<file path="src/rtl/elevator_motion_controller.sv">
// -----------------------------------------------------------------------------
// elevator_motion_controller
//
// Car motion / door sequencer sitting directly after direction_checker.
// The car moves one floor per travel interval, opens its door at requested
// floors and reports each served floor so the upstream request register can
// clear that bit. Scheduling is SCAN: keep going while requests remain ahead,
// otherwise reverse.
//
// Ports
//   clk                rising-edge system clock
//   rst_n              asynchronous active-low reset
//   floor_requests     pending requests, bit i = floor i
//   has_request_above  any request above current_floor (from direction_checker)
//   has_request_below  any request below current_floor (from direction_checker)
//   current_floor      registered car position, fed back to direction_checker
//   moving_up          high while travelling up
//   moving_down        high while travelling down
//   door_open          high while the door is open
//   served_valid       one-cycle pulse on the first door-open cycle
//   served_floor       floor being served, valid with served_valid
// -----------------------------------------------------------------------------
module elevator_motion_controller #(
    parameter int NUM_FLOORS    = 10,
    parameter int FLOOR_WIDTH   = 4,
    parameter int TRAVEL_CYCLES = 8,
    parameter int DOOR_CYCLES   = 16
) (
    input  logic                   clk,
    input  logic                   rst_n,
    input  logic [NUM_FLOORS-1:0]  floor_requests,
    input  logic                   has_request_above,
    input  logic                   has_request_below,
    output logic [FLOOR_WIDTH-1:0] current_floor,
    output logic                   moving_up,
    output logic                   moving_down,
    output logic                   door_open,
    output logic                   served_valid,
    output logic [FLOOR_WIDTH-1:0] served_floor
);

    localparam int MAX_CYC = (TRAVEL_CYCLES > DOOR_CYCLES) ? TRAVEL_CYCLES : DOOR_CYCLES;
    localparam int TW      = (MAX_CYC > 1) ? $clog2(MAX_CYC) : 1;

    localparam logic [TW-1:0]          TRAVEL_LAST = TW'(TRAVEL_CYCLES - 1);
    localparam logic [TW-1:0]          DOOR_LAST   = TW'(DOOR_CYCLES - 1);
    localparam logic [FLOOR_WIDTH-1:0] TOP_FLOOR   = FLOOR_WIDTH'(NUM_FLOORS - 1);
    localparam logic [FLOOR_WIDTH-1:0] ONE_FLOOR   = FLOOR_WIDTH'(1);

    localparam logic DIR_UP   = 1'b1;
    localparam logic DIR_DOWN = 1'b0;

    typedef enum logic [2:0] {
        IDLE      = 3'd0,
        MOVE_UP   = 3'd1,
        MOVE_DOWN = 3'd2,
        CHECK     = 3'd3,
        DOOR_OPEN = 3'd4
    } state_t;

    state_t                   state, state_n, dec_state;
    logic                     dir_pref, dir_n, dec_dir;
    logic [TW-1:0]            timer, timer_n;
    logic [FLOOR_WIDTH-1:0]   floor_n;
    logic                     here_req;
    logic                     ahead_req, behind_req;

    assign here_req   = floor_requests[current_floor];
    // Flags seen from the car's preferred direction of travel.
    assign ahead_req  = (dir_pref == DIR_UP) ? has_request_above : has_request_below;
    assign behind_req = (dir_pref == DIR_UP) ? has_request_below : has_request_above;

    // Shared decision used from IDLE and CHECK: serve here first, then keep
    // the current direction, then reverse, else rest.
    always_comb begin
        dec_state = IDLE;
        dec_dir   = dir_pref;
        if (here_req) begin
            dec_state = DOOR_OPEN;
        end else if (ahead_req) begin
            dec_state = (dir_pref == DIR_UP) ? MOVE_UP : MOVE_DOWN;
        end else if (behind_req) begin
            dec_dir   = ~dir_pref;
            dec_state = (dir_pref == DIR_UP) ? MOVE_DOWN : MOVE_UP;
        end
    end

    // Next-state logic. The timer only runs while staying in a timed state;
    // any state change restarts it from zero.
    always_comb begin
        state_n = state;
        dir_n   = dir_pref;
        floor_n = current_floor;
        timer_n = '0;
        case (state)
            IDLE, CHECK: begin
                state_n = dec_state;
                dir_n   = dec_dir;
            end
            MOVE_UP: begin
                // Never step past the top floor, even if the flags disagree.
                if (current_floor == TOP_FLOOR) begin
                    state_n = CHECK;
                    dir_n   = ~dir_pref;
                end else if (timer == TRAVEL_LAST) begin
                    state_n = CHECK;
                    floor_n = current_floor + ONE_FLOOR;
                end else begin
                    timer_n = timer + 1'b1;
                end
            end
            MOVE_DOWN: begin
                if (current_floor == '0) begin
                    state_n = CHECK;
                    dir_n   = ~dir_pref;
                end else if (timer == TRAVEL_LAST) begin
                    state_n = CHECK;
                    floor_n = current_floor - ONE_FLOOR;
                end else begin
                    timer_n = timer + 1'b1;
                end
            end
            DOOR_OPEN: begin
                // Requests at this floor are ignored while the door is open.
                if (timer == DOOR_LAST) begin
                    state_n = CHECK;
                end else begin
                    timer_n = timer + 1'b1;
                end
            end
            default: begin
                state_n = IDLE;
            end
        endcase
    end

    always_ff @(posedge clk or negedge rst_n) begin
        if (!rst_n) begin
            state         <= IDLE;
            dir_pref      <= DIR_UP;
            timer         <= '0;
            current_floor <= '0;
        end else begin
            state         <= state_n;
            dir_pref      <= dir_n;
            timer         <= timer_n;
            current_floor <= floor_n;
        end
    end

    // Status outputs are registered from the next state so they line up
    // exactly with the state they describe.
    always_ff @(posedge clk or negedge rst_n) begin
        if (!rst_n) begin
            moving_up    <= 1'b0;
            moving_down  <= 1'b0;
            door_open    <= 1'b0;
            served_valid <= 1'b0;
            served_floor <= '0;
        end else begin
            moving_up    <= (state_n == MOVE_UP);
            moving_down  <= (state_n == MOVE_DOWN);
            door_open    <= (state_n == DOOR_OPEN);
            served_valid <= (state_n == DOOR_OPEN) && (state != DOOR_OPEN);
            if ((state_n == DOOR_OPEN) && (state != DOOR_OPEN)) begin
                served_floor <= current_floor;
            end
        end
    end

endmodule

</file>
<file path="config.mk">
export PLATFORM = sky130hd
export DESIGN_NAME = elevator_motion_controller
export DESIGN_NICKNAME = d
export VERILOG_FILES = /design/src/rtl/elevator_motion_controller.sv
export SDC_FILE = /design/constraint.sdc
export NUM_CORES = 1
export LEC_CHECK = 0
export CAP_MARGIN = 10
export CORE_UTILIZATION = 55
export CTS_CLUSTER_DIAMETER = 50
export DETAILED_ROUTE_END_ITERATION = 10
export DONT_BUFFER_PORTS = 1
export HOLD_SLACK_MARGIN = 0.05
export PLACE_DENSITY = 0.81
export SETUP_SLACK_MARGIN = 0.1
export SLEW_MARGIN = 20
export SYNTH_ARGS = -nofsm -noshare
export SYNTH_HDL_FRONTEND = slang
export SYNTH_SLANG_ARGS = --single-unit
</file>
<file path="constraint.sdc">
create_clock -name clk -period 4.65 [get_ports clk]
set_clock_uncertainty 0.05 [all_clocks]
set_input_delay 0.6975 -clock clk [delete_from_list [all_inputs] [get_ports clk]]
set_output_delay 0.6975 -clock clk [all_outputs]
set_load 0.005 [all_outputs]
</file>
==> impl_metrics.ini <==
[timing]
fin_crit_sh = 0.454
slew_headroom = 0.426
rsz0062_at_grt = no
tightest_slew_ps = 858
tns_ps = 0
fin_hold_ws_ps = 152
min_period_ps = 2110
final-max-slew-violation-count = 0
setup_violations = 0
final_hold_viol_count = 0
clock.fmax_mhz = 473

[synthesis]
synth.most_common_cell = dfrtp_1
syn-num-nets = 135
netlist.area_leader.share = 0.400
ys_types = 43
synth_top_family_by_area = simple AND/OR/NAND/NOR gates
synth_edf_count = 0
yosysSeqAreaShare = 0.423
synth_seq_cells = 20
synth_top_cell_by_area = dfrtp_1
synthXorXnorAreaFrac = 0.0369
yosysWarnings = 0
synthMuxAreaShare = 0.0664
syn_area_sq_mm = 0.00119
ys.flop_type = dfrtp_1
avgSynthCellArea_sq_um = 10.1
netlist_instances = 117
synth_fa_ha_area_frac = 0.0485
ys_top_cells_by_count = 19 x dfrtp_1, 11 x nor2_1, 9 x inv_1, 8 x nand2_1, 8 x o21ai_0
synthSimpleGateAreaFrac = 0.219
synth-async-reset-ratio = 1.00
synthTopCellsByArea = dfrtp_1 40%, xnor2_1 3.7%, nor2_1 3.5%, o21ai_0 3.4%, ha_1 3.2%
synth_compound_area_frac = 0.165

[layout]
nNetsFinal = 139
n_antenna_cell = 0
instances_no_fill = 147
ff_latch_area_sq_um = 502
final_util = 0.634
drive_above_1_share = 0.167
multi_input_area_sq_um = 637
nFillCells = 152
area_delta_synth_final_pct = 6.85

[critical_path]
cp.arrival_ps = 2270
cp-end-kind = register
cp.required_ps = 4810
critPathMaxFanout = 6
startpoint_type = register
path_class = reg2reg

[global_routing]
grt.overflow.total = 0
grt.total_usage = 0.203
grt_pass1_vias = 850
grt_max_degree = 20
grt_pass1_wl_um = 3650
antenna_found_initial = 0

[pwr]
peakVddDrop_mv = 0.263
p_per_area_mw_per_mm2 = 491
leakagePower_nw = 0.566

[placement]
gp_congestion = 0.795
dp.cells = 142
port_buffers = 0
hpwl_um = 1540

[drt]
topRoutingLayerUsed = met4
vias = 870
wl_met3_um = 102
drc_errors = 0
drt_wl_total_um = 2100
via_per_inst = 5.92
ant_nets = 0
wl_per_cell_um = 14.3
wl_met1_um = 935
wl_met2_um = 1020
dr.pass1.iters = 4
drt_iter0_markers = 12

[cts]
clk_pin_slew_ps = 120
cts_buffer_depth = 2
cts_max_level = 1
cts_made_buffers = 3
cts_num_sinks = 20
ctsRootBufferMaster = clkbuf_4
clk-insertion-delay-late_ps = 310
cts_tree = done

[job]
maxCapViolations = 0

[floorplan]
die_h_um = 48.5
start_util = 0.593
die_x_um = 48.5
io-pin-count = 26
core_area_sq_mm = 0.00200
fp-row-count = 16
die_area_sq_mm = 0.00235

[min_path]
min_path_type = in2async

[status]
outcome = complete, no violations
[cell families (layout without fill, tap and decap cells)]
kind of cell,Yosys count,in the layout
simple gates,43,43
compound gates,28,28
flops,20,20
buf+inv,11,14
mux,6,6
xor+xnor,5,5
fa+ha+maj,4,4
[layout make-up]
type,instances,share of cell area
repair buffers,1,0.00789
flip-flops and latches,20,0.395
well taps,27,0.0266
clock inverters,1,0.0237
clock buffers,3,0.0178
inverters,9,0.0266
multi-input cells,86,0.502
[layer usage]
layer | GRT usage | vias to the layer above
met1 | 0.240 | 422
met3 | 0.0723 | 4
li1 | - | 423
met5 | 0 | -
met4 | 0.0980 | 0
met2 | 0.329 | 21
[through the flow]
step	power (mW)	area, sq um	worst slack, ps
2_1_floorplan	0.438	1190	2660
3_3_place_gp	0.469	1210	2610
3_5_place_dp	0.477	1210	2550
4_1_cts	0.626	1270	2540
5_1_grt	0.670	1270	2350
6_report	0.622	1270	2540
[placed cells by master, fill, tap and decap left out, types with 2 or more instances in the layout]
cell,count
o21ai_0,8
nor2b_1,3
o22ai_1,2
or2_2,2
dfrtp_1,19
mux2i_1,3
nand3_1,4
nand2b_1,2
nor2_1,11
xnor2_1,5
a211o_1,2
inv_1,9
nand2_1,8
a21oi_1,7
a22o_1,2
ha_1,3
clkbuf_4,3
[flip-flops by register name, summed over array words and instances, names as in the netlist]
register / cells
served_valid: 1
served_floor: 4
door_open: 1
moving_down: 1
moving_up: 1
timer: 4
state: 3
current_floor: 4
dir_pref: 1
[critical path, stage by stage (launching register included)]
cell	delay, ps
dfrtp_1	440
nand2b_1	250
nor2_1	310
ha_1	300
a21o_1	160
a21oi_1	160
xnor2_1	130
nand2_1	80
xnor2_1	140
[report_power, final]
part	leakage [nW]	switching (mW)	total (mW)	internal, mW
combinational	0.271	0.124	0.218	0.0940
sequential	0.266	0.0445	0.262	0.218
clock	0.0279	0.0552	0.142	0.0873
total	0.566	0.223	0.622	0.399
[repair_timing]
item / in CTS / in global routing
hold buffers: 1 / 0
resized for setup: 0 / 0
hold endpoints to repair: 19 / 0
setup buffers: 0 / 0
[final timing paths]
check | slack [ps] | end | startpoint | cells past startpoint
min in group clk | 420 | timer[0]$_DFF_PN0_ | timer[0]$_DFF_PN0_ | 1
max | 2540 | current_floor[3]$_DFFE_PN0P_ | state[0]$_DFF_PN0_ | 8
min reg2reg | 420 | timer[0]$_DFF_PN0_ | timer[0]$_DFF_PN0_ | 1
max in group asynchronous | 3140 | state[2]$_DFF_PN0_ | rst_n | 1
min | 150 | dir_pref$_DFFE_PN1P_ | rst_n | 0
max reg2reg | 2540 | current_floor[3]$_DFFE_PN0P_ | state[0]$_DFF_PN0_ | 8
(Power assumes the default switching activity.)
